**src/rtl/fp_posit_mul_ctrl_pkg.sv**
```systemverilog
// Shared definitions for the posit-weight / FP16-activation multiplier controller.
package fp_posit_mul_ctrl_pkg;

   localparam int W_MAX_DEF = 8;
   localparam int MANT_W    = 14;
   localparam int EXP_W     = 5;
   localparam int PREC_W    = 4;

   localparam logic [PREC_W-1:0] PREC_MIN = 4'd2;
   localparam logic [PREC_W-1:0] PREC_MAX = 4'(W_MAX_DEF);

   typedef enum logic [2:0] {
      ST_IDLE   = 3'd0,
      ST_CFG    = 3'd1,
      ST_STREAM = 3'd2,
      ST_WAIT   = 3'd3,
      ST_OUT    = 3'd4
   } state_t;

   // A posit needs at least sign plus one regime bit, so widths below 2 are lifted.
   function automatic logic [PREC_W-1:0] clamp_prec(input logic [PREC_W-1:0] req,
                                                    input logic [PREC_W-1:0] lim);
      if (req < PREC_MIN)
         return PREC_MIN;
      else if (req > lim)
         return lim;
      else
         return req;
   endfunction

endpackage

```
**src/rtl/fp_posit_mul_ctrl_serializer.sv**
```systemverilog
// Weight latch and MSB-first bit serializer feeding the bit-serial multiplier.
module posit_bit_serializer
   import fp_posit_mul_ctrl_pkg::*;
#(
   parameter int W_MAX = W_MAX_DEF
) (
   input  logic              clk,
   input  logic              rst,
   input  logic              load,
   input  logic [W_MAX-1:0]  w_in,
   input  logic              en,
   input  logic [PREC_W-1:0] prec,
   output logic              bit_out,
   output logic              last
);

   localparam int CNT_W = (W_MAX > 1) ? $clog2(W_MAX) : 1;

   logic [W_MAX-1:0]  w_q;
   logic [CNT_W-1:0]  cnt;
   logic [PREC_W-1:0] idx;
   logic [W_MAX-1:0]  w_sh;

   // Latch the weight on job accept; count bits while streaming, holding at the last one.
   always_ff @(posedge clk or negedge rst) begin
      if (!rst) begin
         w_q <= '0;
         cnt <= '0;
      end else if (load) begin
         w_q <= w_in;
         cnt <= '0;
      end else if (en && !last) begin
         cnt <= cnt + CNT_W'(1);
      end
   end

   // Select bit P-1-k so the sign bit goes out first; gate to 0 outside the stream.
   always_comb begin
      idx     = prec - PREC_W'(cnt) - 4'd1;
      w_sh    = w_q >> idx;
      last    = (PREC_W'(cnt) == (prec - 4'd1));
      bit_out = en & w_sh[0];
   end

endmodule

```
**src/rtl/fp_posit_mul_ctrl.sv**
```systemverilog
// Sequencer for a bit-serial posit x FP16 multiplier: precision config, weight
// streaming, result capture with timeout, and result handshake.
//
// state  | meaning
// IDLE   | ready for cfg or job (cfg wins); forces a CFG after reset
// CFG    | one-cycle mul_set pulse carrying the latched precision
// STREAM | P cycles of weight bits, MSB first
// WAIT   | waiting for mul_done, bounded by TIMEOUT cycles
// OUT    | result presented until res_ready
module fp_posit_mul_ctrl
   import fp_posit_mul_ctrl_pkg::*;
#(
   parameter int ACT_WIDTH = 16,
   parameter int W_MAX     = W_MAX_DEF,
   parameter int TIMEOUT   = 4
) (
   input  logic                 clk,
   input  logic                 rst,
   input  logic                 cfg_valid,
   output logic                 cfg_ready,
   input  logic [PREC_W-1:0]    cfg_precision,
   input  logic                 job_valid,
   output logic                 job_ready,
   input  logic [ACT_WIDTH-1:0] job_act,
   input  logic [W_MAX-1:0]     job_w,
   output logic                 mul_set,
   output logic [PREC_W-1:0]    mul_precision,
   output logic                 mul_valid,
   output logic [ACT_WIDTH-1:0] mul_act,
   output logic                 mul_w,
   input  logic                 mul_sign,
   input  logic [EXP_W-1:0]     mul_exp,
   input  logic [MANT_W-1:0]    mul_mant,
   input  logic                 mul_done,
   output logic                 res_valid,
   input  logic                 res_ready,
   output logic                 res_sign,
   output logic [EXP_W-1:0]     res_exp,
   output logic [MANT_W-1:0]    res_mant,
   output logic                 busy,
   output logic                 err_timeout
);

   localparam int TMR_W = $clog2(TIMEOUT + 1);

   state_t              state, state_n;
   logic [PREC_W-1:0]   prec_q;
   logic                need_cfg;
   logic [ACT_WIDTH-1:0] act_q;
   logic [TMR_W-1:0]    wait_tmr;

   logic cfg_acc, job_acc, cap, timeout_hit, tmr_load, tmr_dec;
   logic stream_en, last_bit;

   // State register.
   always_ff @(posedge clk or negedge rst) begin
      if (!rst)
         state <= ST_IDLE;
      else
         state <= state_n;
   end

   // Next-state logic and per-state strobes.
   always_comb begin
      state_n       = state;
      cfg_ready     = 1'b0;
      job_ready     = 1'b0;
      mul_set       = 1'b0;
      mul_precision = '0;
      mul_valid     = 1'b0;
      res_valid     = 1'b0;
      cfg_acc       = 1'b0;
      job_acc       = 1'b0;
      cap           = 1'b0;
      timeout_hit   = 1'b0;
      tmr_load      = 1'b0;
      tmr_dec       = 1'b0;
      unique case (state)
         ST_IDLE: begin
            if (need_cfg) begin
               state_n = ST_CFG;
            end else begin
               cfg_ready = 1'b1;
               job_ready = 1'b1;
               if (cfg_valid) begin
                  cfg_acc = 1'b1;
                  state_n = ST_CFG;
               end else if (job_valid) begin
                  job_acc = 1'b1;
                  state_n = ST_STREAM;
               end
            end
         end
         ST_CFG: begin
            mul_set       = 1'b1;
            mul_precision = prec_q;
            state_n       = ST_IDLE;
         end
         ST_STREAM: begin
            mul_valid = 1'b1;
            if (last_bit) begin
               tmr_load = 1'b1;
               state_n  = ST_WAIT;
            end
         end
         ST_WAIT: begin
            if (mul_done) begin
               cap     = 1'b1;
               state_n = ST_OUT;
            end else if (wait_tmr == '0) begin
               cap         = 1'b1;
               timeout_hit = 1'b1;
               state_n     = ST_OUT;
            end else begin
               tmr_dec = 1'b1;
            end
         end
         ST_OUT: begin
            res_valid = 1'b1;
            if (res_ready)
               state_n = ST_IDLE;
         end
         default: state_n = ST_IDLE;
      endcase
   end

   // Config, activation, result and timeout registers.
   always_ff @(posedge clk or negedge rst) begin
      if (!rst) begin
         prec_q      <= 4'(W_MAX);
         need_cfg    <= 1'b1;
         act_q       <= '0;
         wait_tmr    <= '0;
         res_sign    <= 1'b0;
         res_exp     <= '0;
         res_mant    <= '0;
         err_timeout <= 1'b0;
      end else begin
         if (state == ST_CFG)
            need_cfg <= 1'b0;
         if (cfg_acc) begin
            prec_q      <= clamp_prec(cfg_precision, 4'(W_MAX));
            err_timeout <= 1'b0;
         end else if (timeout_hit) begin
            err_timeout <= 1'b1;
         end
         if (job_acc)
            act_q <= job_act;
         if (tmr_load)
            wait_tmr <= TMR_W'(TIMEOUT - 1);
         else if (tmr_dec)
            wait_tmr <= wait_tmr - TMR_W'(1);
         if (cap) begin
            res_sign <= mul_sign;
            res_exp  <= mul_exp;
            res_mant <= mul_mant;
         end
      end
   end

   assign stream_en = (state == ST_STREAM);
   assign busy      = (state != ST_IDLE);
   assign mul_act   = act_q;

   posit_bit_serializer #(
      .W_MAX (W_MAX)
   ) u_ser (
      .clk     (clk),
      .rst     (rst),
      .load    (job_acc),
      .w_in    (job_w),
      .en      (stream_en),
      .prec    (prec_q),
      .bit_out (mul_w),
      .last    (last_bit)
   );

endmodule

```
**config.mk**
```make
export PLATFORM = sky130hd
export DESIGN_NAME = fp_posit_mul_ctrl
export DESIGN_NICKNAME = d
export VERILOG_FILES = /design/src/rtl/fp_posit_mul_ctrl_pkg.sv /design/src/rtl/fp_posit_mul_ctrl_serializer.sv /design/src/rtl/fp_posit_mul_ctrl.sv
export SDC_FILE = /design/constraint.sdc
export NUM_CORES = 1
export LEC_CHECK = 0
export CELL_PAD_IN_SITES_DETAIL_PLACEMENT = 1
export CELL_PAD_IN_SITES_GLOBAL_PLACEMENT = 1
export CORE_ASPECT_RATIO = 2
export CORE_MARGIN = 2
export CORE_UTILIZATION = 38
export CTS_CLUSTER_SIZE = 16
export DETAILED_ROUTE_END_ITERATION = 8
export PLACE_DENSITY_LB_ADDON = 0.1
export SLEW_MARGIN = 20
export SYNTH_ARGS = -nofsm -noshare
export SYNTH_HDL_FRONTEND = slang
export SYNTH_HIERARCHICAL = 1
export SYNTH_SLANG_ARGS = --single-unit
```
**constraint.sdc**
```tcl
create_clock -name clk -period 3.1 [get_ports clk]
set_clock_uncertainty 0.05 [all_clocks]
set_input_delay 0.62 -clock clk [delete_from_list [all_inputs] [get_ports clk]]
set_output_delay 0.62 -clock clk [all_outputs]
set_load 0.02 [all_outputs]
```
**Word level (Yosys, flattened, before mapping)**

Index checks and enable logic that the tools add are counted.

- $add $sub $neg: 5
- Order comparisons: 2
- Eq/ne operators: 9
- Shift-type cells: 1
- Muxes and demuxes: 39
- Bitwise operators: 1
- Reduce and logical (&&, ||, !) cells: 9

Operators with widths:

| cell | count |
|---|---|
| 3-bit 2-to-1 mux | 11 |
| 1-bit 2-to-1 mux | 24 |
| 4-bit 2-to-1 mux | 3 |
| 3-bit one-hot mux with 4 select lines | 1 |
| 8-bit by 4-bit right shift with 1-bit output | 1 |
| 4-bit by 1-bit subtractor with 4-bit output, second input constant | 2 |
| 3-bit by 2-bit == test with 1-bit output, second input constant | 2 |
| 3-bit zero test | 2 |
| 2-bit nonzero test | 3 |
| 3-bit by 4-bit == test with 1-bit output | 1 |
| 4-bit greater-than comparator, second input constant | 1 |
| 4-bit by 2-bit < comparator with 1-bit output, second input constant | 1 |
| 2-bit inequality test, second input constant | 2 |
| 4-bit inequality test, second input constant | 1 |
| 4-bit AND reduction | 1 |
| 4-bit by 3-bit subtractor with 4-bit output | 1 |
| 3-bit by 1-bit adder with 3-bit output, second input constant | 1 |
| 3-bit by 1-bit == test with 1-bit output, second input constant | 1 |
| 3-bit == test, second input constant | 1 |
| 3-bit inequality test, second input constant | 1 |
| 3-bit nonzero test | 1 |
| 3-bit by 1-bit subtractor with 3-bit output, second input constant | 1 |
| 1-bit AND | 1 |
| 1-bit logical AND | 1 |
| 1-bit zero test | 1 |

- Bits in registers: 59
- Input port bits: 54
- Output and inout bits: 48
- Logic and storage cells: 77

**Logic depth before layout (Yosys ltp)**

Gate-level depths: netlist (run 1).

- Word-level depth: 6
- Mapped depth: 8
- Mapped depth without buffers: 8

**Modules after synthesis**

Netlist (run 1), hierarchy kept.

By module, submodules not included:

| module | times used | cells an instance | area an instance (µm²) | seq. area each (µm²) |
|---|---|---|---|---|
| fp_posit_mul_ctrl | 1 | 140 | 2057.0 | 1203.7 |
| posit_bit_serializer | 1 | 64 | 747.0 | 275.3 |

**Least setup slack after synthesis (run 1)**

OpenSTA, ideal clock, no wires.

- Path type: flip-flop to output port
- From: register state[1]
- To: output mul_w
- Data arrival time: 2057 ps
- Data required time: 2430 ps
- Path slack: 373 ps
- Stages on the path, launching flop included: 5
- Path buffers: 1
- Cell sequence: dfrtp_1 clkbuf_1 nor3b_1 inv_1 nor3_1

- Word-level cells in the longest chain between the ends: 2

RTL lines:

| element | RTL line | text |
|---|---|---|
| start, declared | fp_posit_mul_ctrl.sv:46 | `state_t state, state_n;` |
| start signal, assigned | fp_posit_mul_ctrl.sv:60 | `state <= state_n;` |
| 3-bit by 2-bit == test with 1-bit output | fp_posit_mul_ctrl.sv:161 | `assign stream_en = (state == ST_STREAM);` |
| 1-bit AND | fp_posit_mul_ctrl_serializer.sv:42 | `bit_out = en & w_sh[0];` |
| end, declared | fp_posit_mul_ctrl.sv:30 | `output logic mul_w,` |

No other way between the ends.

**Worst setup path after layout (run 1)**

- From: register u_ser.cnt[0]
- To: output mul_w

- Word-level cells in the longest chain between the ends: 4

RTL lines:

| element | RTL line | text |
|---|---|---|
| start, declared | fp_posit_mul_ctrl_serializer.sv:20 | `logic [CNT_W-1:0] cnt;` |
| start signal, assigned | fp_posit_mul_ctrl_serializer.sv:33 | `cnt <= cnt + CNT_W'(1);` |
| 4-bit by 3-bit subtractor with 4-bit output | fp_posit_mul_ctrl_serializer.sv:39 | `idx = prec - PREC_W'(cnt) - 4'd1;` |
| 4-bit by 1-bit subtractor with 4-bit output | fp_posit_mul_ctrl_serializer.sv:39 |  |
| 8-bit by 4-bit right shift with 1-bit output | fp_posit_mul_ctrl_serializer.sv:40 | `w_sh = w_q >> idx;` |
| 1-bit AND | fp_posit_mul_ctrl_serializer.sv:42 |  |

No other way between the ends.

==> results of run 1 <==
==> cells by family after synthesis <==
logic type / after synthesis / synth area share [%]
muxes: 57 / 24.7
xor gates and xnor gates: 4 / 1.52
and+or+nand+nor: 41 / 9.91
AOI/OAI and AO/OA: 15 / 3.70
DFF: 59 / 52.7
adders and majority gates: 8 / 3.84
buffers and inverters: 20 / 3.61
==> worst paths after layout <==
check / start / to / slack, ns / depth (start not counted)
worst min register to register: wait_tmr[0]$_DFFE_PN0P_ / wait_tmr[0]$_DFFE_PN0P_ / 0.43 / 1
min in group clk: wait_tmr[0]$_DFFE_PN0P_ / wait_tmr[0]$_DFFE_PN0P_ / 0.43 / 1
worst max-delay path: u_ser/cnt[0]$_DFFE_PN0P_ / mul_w / 0.16 / 8
worst max register to register: prec_q[0]$_DFFE_PN0P_ / wait_tmr[2]$_DFFE_PN0P_ / 0.68 / 9
max in group asynchronous: rst / prec_q[3]$_DFFE_PN1P_ / 2.45 / 2
worst min-delay path: rst / err_timeout$_DFFE_PN0P_ / 0.24 / 2
==> power by group through the flow <==
stage / logic [W] / clock network, W / registers, W
floorplan: 0.00121 / 0 / 0.00167
global placement: 0.00242 / 0 / 0.00142
detailed placement: 0.00246 / 0 / 0.00144
CTS: 0.00250 / 0.000941 / 0.00144
global route: 0.00264 / 0.000981 / 0.00149
finish: 0.00245 / 0.000912 / 0.00143
==> synth_stat cells, types with 3 or more instances <==
cell,n,share of area (%)
nand2b_1,6,1.3
nor2_1,8,1.1
ha_1,7,3.1
nor3_1,3,0.54
inv_1,12,1.6
mux2_2,40,16
dfrtp_1,57,51
nand2_1,3,0.40
nor3b_1,3,0.80
nor2b_1,4,0.89
and2_1,4,0.89
mux2_4,9,4.8
a21oi_1,4,0.71
mux2i_1,5,1.8
buf_2,3,0.54
==> flip-flops by register name (all words and copies together), names as in the netlist <==
register,flops
err_timeout,1
mul_act,16
need_cfg,1
prec_q,4
res_exp,5
res_mant,14
res_sign,1
state,3
u_ser/cnt,3
u_ser/w_q,8
wait_tmr,3
==> metal layers <==
metal / up-vias / track usage (%) / share of wire [%]
met5: - / 0 / 0
met4: 0 / 7.51 / 1.8
met3: 7 / 7.46 / 5.9
met2: 69 / 35.6 / 59
met1: 1011 / 19.3 / 33
li1: 939 / - / -
==> critical path, stage by stage (launching register included) <==
cell	delay, ns
dfrtp_1	0.39
inv_1	0.09
ha_2	0.18
inv_1	0.05
fa_1	0.52
mux4_2	0.31
mux2i_2	0.18
nor3_1	0.07
buf_2	0.16
==> through the flow <==
stage / setup WS (ns) / cell area (um^2) / hold slack, ns / utilization, %
3_3_place_gp: 0.149 / 3950 / 0.415 / 54.7
6_report: 0.159 / 4230 / 0.238 / 58.6
4_1_cts: 0.0187 / 4230 / 0.262 / 58.7
3_5_place_dp: 0.0798 / 3950 / 0.428 / 54.7
2_1_floorplan: 0.373 / 2800 / 0.274 / -
5_1_grt: 0.0255 / 4230 / 0.270 / 58.6
==> final cells by class <==
| type | count | area, um^2 |
|---|---|---|
| Clock inverter | 5 | 27.5 |
| Sequential cell | 59 | 1480 |
| Timing Repair Buffer | 109 | 1070 |
| Multi-Input combinational cell | 125 | 1240 |
| Inverter | 12 | 45.0 |
| Tap cell | 92 | 115 |
| Fill cell | 735 | 2980 |
| Clock buffer | 11 | 253 |
==> what timing repair did <==
action / CTS / global route
endpoints found under the setup margin: 1 / 1
gates cloned: 0 / 0
hold buffers: 0 / 0
gates resized for setup: 5 / 2
pin swaps: 0 / 0
==> flow_summary.yaml, run 1 <==
timing:
  grt_setup_unrepaired: "no"
  report.final.slew_viol_count: 0
  slew_headroom_pct: 55.8
  max_freq_mhz: 340
  min_period_over_period_pct: 94.9
  period_needed_ns: 2.94
  tightest_slew_ns: 0.653
  finalSetupViolCount: 0
  tns_ns: 0
  hold_viol: 0
clock_network:
  cts_tree: "built"
  insertion_delay_ns: 0.32
  clock-sinks: 59
  cts_buffers: 9
  clockRootBuffer: "clkbuf_16"
  cts.clk_slew.worst_paths_ns: 0.05
  cts_buffer_depth: 2
  h-tree-depth: 3
  post_cts_buffers: 0
routing:
  num_vias: 2026
  drt_iter0_drc: 19
  drc: 0
  drt-wirelength-per-cell_um: 17.0
  drt-total-wl_um: 7030
  ant_nets: 0
  dr.pass1.iters: 3
  avgViaCountPerCell: 4.91
synth:
  synth_cells: 204
  synthesis.area_um2: 2800
  synthArstFlopShare_pct: 100
  syn_nets: 266
  yosysWarnings: 6
  ys_types: 45
  synthFlopType: "dfrtp_1"
  ys_ff_latch: 59
  avgSynthCellArea_um2: 13.7
  synth-edff-count: 0
  seq_area_frac_synth_pct: 52.7
global_routing:
  antenna_found_initial: 0
  grt.overflow.total: 0
  grt_max_degree: 60
  grt_use_total_pct: 19.5
  first_global_vias: 2289
  grt_first_pass_wirelength_um: 11800
finish:
  diodes: 0
  nNetsFinal: 378
  final_cell_mix: "clkdlybuf4s50_1 (99), dfrtp_1 (57), mux2_2 (40), inv_1 (12)"
  final_common_cell: "clkdlybuf4s50_1"
  synthToLayoutAreaGrowth_pct: 50.8
  fin_cells: 413
  drive_above_1_share_pct: 27.7
min_path:
  hold_path.class: "in -> async"
placed_design:
  portBuffers: 101
  place_congestion: 0.769
  dp.final_hpwl_um: 5330
  dp_cells: 397
floorplan:
  core_area_um2: 7210
  start_util_pct: 38.9
  dieArea_um2: 8120
  rows: 44
  die_y_um: 125
  ioPinCount: 102
  die_w_um: 64.7
pwr:
  p_leak_nw: 1.86
  p_per_area_nw_per_um2: 1130
  switchingPower_w: 0.00172
  ir_drop_mv: 0.525
  power_frac_comb_pct: 51.2
  p_total_w: 0.00479
  p_int_w: 0.00307
  clkPwrFrac_pct: 19.0
  swShare_pct: 35.9
  seqPwrFrac_pct: 29.8
critical_path:
  worstPathRequired_ns: 2.43
  end_kind: "primary output"
  cp.arrival_ns: 2.27
  crit_fanout: 3
  startpoint_type: "flip-flop"
  path_class: "reg -> out"
job:
  drv_cap: 0
run_status:
  status: "finished, final reports clean"
Power figures use the tool's default switching activity.
==> inputs of run 2 (changes only) <==
- CELL_PAD_IN_SITES_DETAIL_PLACEMENT: 1 -> unset
- CELL_PAD_IN_SITES_GLOBAL_PLACEMENT: 1 -> unset
- CORE_UTILIZATION: 38 -> 48
- PLACE_DENSITY: unset -> 0.85
- PLACE_DENSITY_LB_ADDON: 0.1 -> unset
==> run 2 against run 1 <==
Compared with the run above: flip-flop and latch count unchanged; sequential power about the same; register-to-register slack improved by 0.12 ns; die area fell by 20%; critical path depth unchanged; global-route usage increased by 3.6 points; utilization up 15 points; final cell count is 7.7% lower; clock-buffer cell count increased by 4.
==> flow_summary.yaml, run 2 (synthesized netlist as in run 1, its figures left out) <==
timing:
  max_freq_mhz: 331
  finalSetupViolCount: 0
  slew_headroom_pct: 49.6
  grt_setup_unrepaired: "yes"
  report.final.slew_viol_count: 0
  period_needed_ns: 3.02
  tightest_slew_ns: 0.757
  hold_viol: 0
  min_period_over_period_pct: 97.5
  holdWs_ns: 0.320
finish:
  final_common_cell: "clkdlybuf4s50_1"
  drive_above_1_share_pct: 26.3
  nNetsFinal: 377
  final_cell_mix: "clkdlybuf4s50_1 (99), dfrtp_1 (57), mux2_2 (40), inv_1 (12)"
  utilization_pct: 74.0
  diodes: 0
  largest_reg_flops: 16
  n_fill_cell: 335
  fin_cells: 381
  synthToLayoutAreaGrowth_pct: 49.3
  final_area_um2: 4190
pwr:
  seqPwrFrac_pct: 30.1
  p_leak_nw: 1.86
  clkPwrFrac_pct: 19.8
  p_total_w: 0.00479
  ir_drop_mv: 1.00
  p_per_area_nw_per_um2: 1140
  power_frac_comb_pct: 50.1
  p_int_w: 0.00310
  switchingPower_w: 0.00169
  swShare_pct: 35.3
placed_design:
  place_congestion: 0.828
  portBuffers: 101
  placed_area_um2: 3890
  dp.final_hpwl_um: 4820
  dp_cells: 365
routing:
  drt-wirelength-per-cell_um: 17.7
  drt_iter0_drc: 35
  num_vias: 2013
  dr.pass1.iters: 4
  drt-total-wl_um: 6760
  ant_nets: 0
  drc: 0
  avgViaCountPerCell: 5.28
clock_network:
  cts.clk_slew.worst_paths_ns: 0.05
  cts_tree: "built"
  clock-sinks: 59
  clockRootBuffer: "clkbuf_16"
  h-tree-depth: 3
  cts_buffer_depth: 2
  cts_buffers: 9
  insertion_delay_ns: 0.32
global_routing:
  first_global_vias: 2292
  grt.overflow.total: 0
  antenna_found_initial: 0
  grt_use_total_pct: 23.2
  grt_first_pass_wirelength_um: 11100
  grt_max_degree: 35
critical_path:
  r2r_end: "wait_tmr[0]$_DFFE_PN0P_"
  crit_family: "adder cells"
  slowest_stage: "fa_1"
  cp.arrival_ns: 2.35
  end_kind: "primary output"
  path_depth: 8
  crit_fanout: 3
  r2r_start: "prec_q[0]$_DFFE_PN0P_"
  startpoint_type: "flip-flop"
  crit_end: "mul_w"
  worstPathRequired_ns: 2.43
  path_class: "reg -> out"
  critPathBufInv: 3
  cpMostUsedCell: "inv_1"
  ff2ff_setup_slack_ns: 0.80
  r2r_cells: 9
  critPathLaunch: "u_ser/cnt[0]$_DFFE_PN0P_"
  crit_chain: "inv_1, ha_1, inv_1, fa_1, mux4_2, mux2i_1, nor3_1, clkdlybuf4s15_1"
  max_stage_delay_ns: 0.52
floorplan:
  start_util_pct: 49.5
  rows: 39
  die_y_um: 112
  core_area_um2: 5660
  dieArea_um2: 6510
  ioPinCount: 102
  die_w_um: 58.0
run_status:
  status: "finished, final reports clean"
min_path:
  hold_path.class: "in -> async"
job:
  drv_cap: 0
run 2: per-layer routing:
| layer | GRT usage (%) | up-vias | wire [um] |
|---|---|---|---|
| li1 | - | 936 | - |
| met1 | 23.3 | 993 | 2260 |
| met2 | 40.8 | 71 | 3950 |
| met3 | 8.29 | 13 | 398 |
| met4 | 11.2 | 0 | 142 |
| met5 | 0 | - | 0 |
run 2: worst min-delay path by stage:
stage	cells past startpoint	slack (ns)	endpoint	start
2_1_floorplan	0	0.27	err_timeout$_DFFE_PN0P_	rst
3_3_place_gp	1	0.42	wait_tmr[0]$_DFFE_PN0P_	wait_tmr[0]$_DFFE_PN0P_
5_1_grt	1	0.39	mul_act[0]$_DFFE_PN0P_	rst
6_report	1	0.32	mul_act[0]$_DFFE_PN0P_	rst
4_1_cts	1	0.33	mul_act[10]$_DFFE_PN0P_	rst
3_5_place_dp	1	0.42	wait_tmr[0]$_DFFE_PN0P_	wait_tmr[0]$_DFFE_PN0P_
run 2: area by class of cell:
type,instances,area [um^2],area share [%]
well taps,61,76.3,1.82
clock buffers,15,288,6.87
repair buffers,108,1060,25.3
multi-input cells,125,1230,29.5
clock inverters,1,5.00,0.120
inverters,12,45.0,1.08
flip-flops and latches,59,1480,35.3
run 2: what timing repair did:
item,4_1_cts,5_1_grt
endpoints found under the setup margin,1,5
hold buffers,0,0
buffers inserted,0,0
resized for setup,1,2
run 2: power by group through the flow:
stage / logic, W / clock network (W) / registers, W
finish: 0.00240 / 0.000949 / 0.00144
CTS: 0.00242 / 0.000964 / 0.00144
global placement: 0.00235 / 0 / 0.00141
global route: 0.00257 / 0.000996 / 0.00149
floorplan: 0.00121 / 0 / 0.00167
detailed placement: 0.00240 / 0 / 0.00143
run 2: metrics by stage:
stage | TNS (ns) | worst slack, ns
2_1_floorplan | 0 | 0.373
5_1_grt | -0.0556 | -0.0556
6_report | 0 | 0.0765
4_1_cts | 0 | 0.0132
3_3_place_gp | 0 | 0.205
3_5_place_dp | 0 | 0.129
==> inputs of run 3 (changes only) <==
- CORE_UTILIZATION: 48 -> 50
- CTS_BUF_LIST: unset -> sky130_fd_sc_hd__clkbuf_8
- PLACE_DENSITY: 0.85 -> 0.88
==> run 3 against run 2 <==
Compared with the run above: worst hold slack better by 0.053 ns; fmax increased by 1.6%; wire length up 3.6%; sequential power about the same; non-clock buffer count did not move; clock power shrank 8.1%; final cell count down 0.52%; first-iteration DRC count grew 5.7%; worst setup slack improved by 0.048 ns; critical endpoint unchanged.
==> flow_summary.yaml, run 3 (synthesized netlist as in run 1, its figures left out) <==
run_status:
  status: "finished, final reports clean"
critical_path:
  worstPathRequired_ns: 2.43
  crit_fanout: 3
  r2r_cells: 8
  end_kind: "primary output"
  r2r_end: "wait_tmr[2]$_DFFE_PN0P_"
  cp.arrival_ns: 2.31
  path_class: "reg -> out"
  startpoint_type: "flip-flop"
  ff2ff_setup_slack_ns: 0.81
  r2r_start: "prec_q[1]$_DFFE_PN0P_"
timing:
  slew_headroom_pct: 50.3
  tns_ns: 0
  grt_setup_unrepaired: "no"
  holdWs_ns: 0.373
  fin_ws_ns: 0.124
  hold_viol: 0
  period_needed_ns: 2.98
  min_period_over_period_pct: 96.0
  finalSetupViolCount: 0
  max_freq_mhz: 336
  tightest_slew_ns: 0.745
  report.final.slew_viol_count: 0
floorplan:
  dieArea_um2: 6260
  rows: 38
  core_area_um2: 5420
  die_y_um: 110
  ioPinCount: 102
  start_util_pct: 51.7
  die_w_um: 57.0
finish:
  n_fill_cell: 342
  final_common_cell: "clkdlybuf4s50_1"
  final_cell_mix: "clkdlybuf4s50_1 (99), dfrtp_1 (57), mux2_2 (40), inv_1 (11), clkbuf_8 (11)"
  diodes: 0
  largest_reg_flops: 16
  synthToLayoutAreaGrowth_pct: 47.4
  drive_above_1_share_pct: 27.3
  nNetsFinal: 377
pwr:
  ir_drop_mv: 0.881
  p_per_area_nw_per_um2: 1150
  swShare_pct: 35.8
  switchingPower_w: 0.00170
  seqPwrFrac_pct: 30.2
  p_int_w: 0.00304
  clkPwrFrac_pct: 18.4
  p_leak_nw: 1.84
  power_frac_comb_pct: 51.4
clock_network:
  cts_buffers: 9
  h-tree-depth: 3
  clockRootBuffer: "clkbuf_8"
  post_cts_buffers: 0
  cts.clk_slew.worst_paths_ns: 0.07
  insertion_delay_ns: 0.34
  clock-sinks: 59
  cts_buffer_depth: 2
  cts_tree: "built"
global_routing:
  grt_first_pass_wirelength_um: 11300
  first_global_vias: 2330
  antenna_found_initial: 0
  grt_use_total_pct: 24.2
  grt_max_degree: 60
  grt.overflow.total: 0
routing:
  drc: 0
  avgViaCountPerCell: 5.39
  drt-wirelength-per-cell_um: 18.5
  dr.pass1.iters: 4
  num_vias: 2044
  drt_iter0_drc: 37
  ant_nets: 0
  drt-total-wl_um: 7000
job:
  drv_cap: 0
placed_design:
  place_congestion: 0.825
  portBuffers: 101
  dp.final_hpwl_um: 4850
  pre_cts_ws_ns: 0.138
min_path:
  hold_path.class: "in -> async"
[run 3: cell count changes in the layout (fill, tap and decap cells not counted), sizes merged]
cell	change
clkinvlp	+1
buf	+1
clkinv	-1
bufinv	+3
clkbuf	-4
clkdlybuf4s15	-1
[run 3: worst max-delay path, stage by stage (launching register included)]
cell and delay (ns):
dfrtp_1 0.40, inv_2 0.06, ha_2 0.17, inv_1 0.06, fa_1 0.58, mux4_2 0.29, mux2i_1 0.18, nor3_1 0.06
buf_2 0.15
[run 3: worst max-delay path by stage]
stage                                         from    end
after floorplan               state[1]$_DFFE_PN0P_  mul_w
after global placement    u_ser/cnt[0]$_DFFE_PN0P_  mul_w
after detailed placement  u_ser/cnt[0]$_DFFE_PN0P_  mul_w
after CTS                 u_ser/cnt[0]$_DFFE_PN0P_  mul_w
after global routing      u_ser/cnt[0]$_DFFE_PN0P_  mul_w
final                     u_ser/cnt[0]$_DFFE_PN0P_  mul_w
[run 3: routing by layer]
metal  up-vias  global-route usage (%)  wire length, um  share of wire (%)
li1        935                       -                -                  -
met5         -                       0                0                  0
met4         0                    13.1              168                2.4
met1      1005                    24.7             2440                 35
met2        88                    41.5             3780                 54
met3        16                    9.76              610                8.7
[run 3: repair_timing]
action                     4_1_cts  5_1_grt
hold endpoints to repair         0        0
resized for setup                4        3
setup endpoints to repair        1        1
hold buffers                     0        0
pin swaps                        0        2
[run 3: final cells by class]
class	instances	area, um^2	area share [%]
clock buffers	11	151	3.66
inverters	12	45.0	1.09
flip-flops and latches	59	1480	35.8
well taps	60	75.1	1.82
clock inverters	4	97.6	2.36
repair buffers	108	1050	25.5
multi-input cells	125	1230	29.8
[run 3: power groups by stage]
| stage | clock [W] | combinational, W | sequential (W) |
|---|---|---|---|
| after floorplan | 0 | 0.00121 | 0.00167 |
| after global placement | 0 | 0.00237 | 0.00139 |
| after detailed placement | 0 | 0.00243 | 0.00142 |
| after CTS | 0.000887 | 0.00246 | 0.00143 |
| after global routing | 0.000910 | 0.00260 | 0.00148 |
| final | 0.000872 | 0.00244 | 0.00143 |
[run 3: through the flow]
stage / cells / instance area, um^2 / util (%) / total power [W]
2_1_floorplan: 204 / 2800 / - / 0.00288
3_3_place_gp: 364 / 3890 / 71.7 / 0.00376
3_5_place_dp: 364 / 3890 / 71.7 / 0.00384
4_1_cts: 379 / 4140 / 76.3 / 0.00478
5_1_grt: 379 / 4130 / 76.3 / 0.00499
6_report: 379 / 4130 / 76.3 / 0.00474
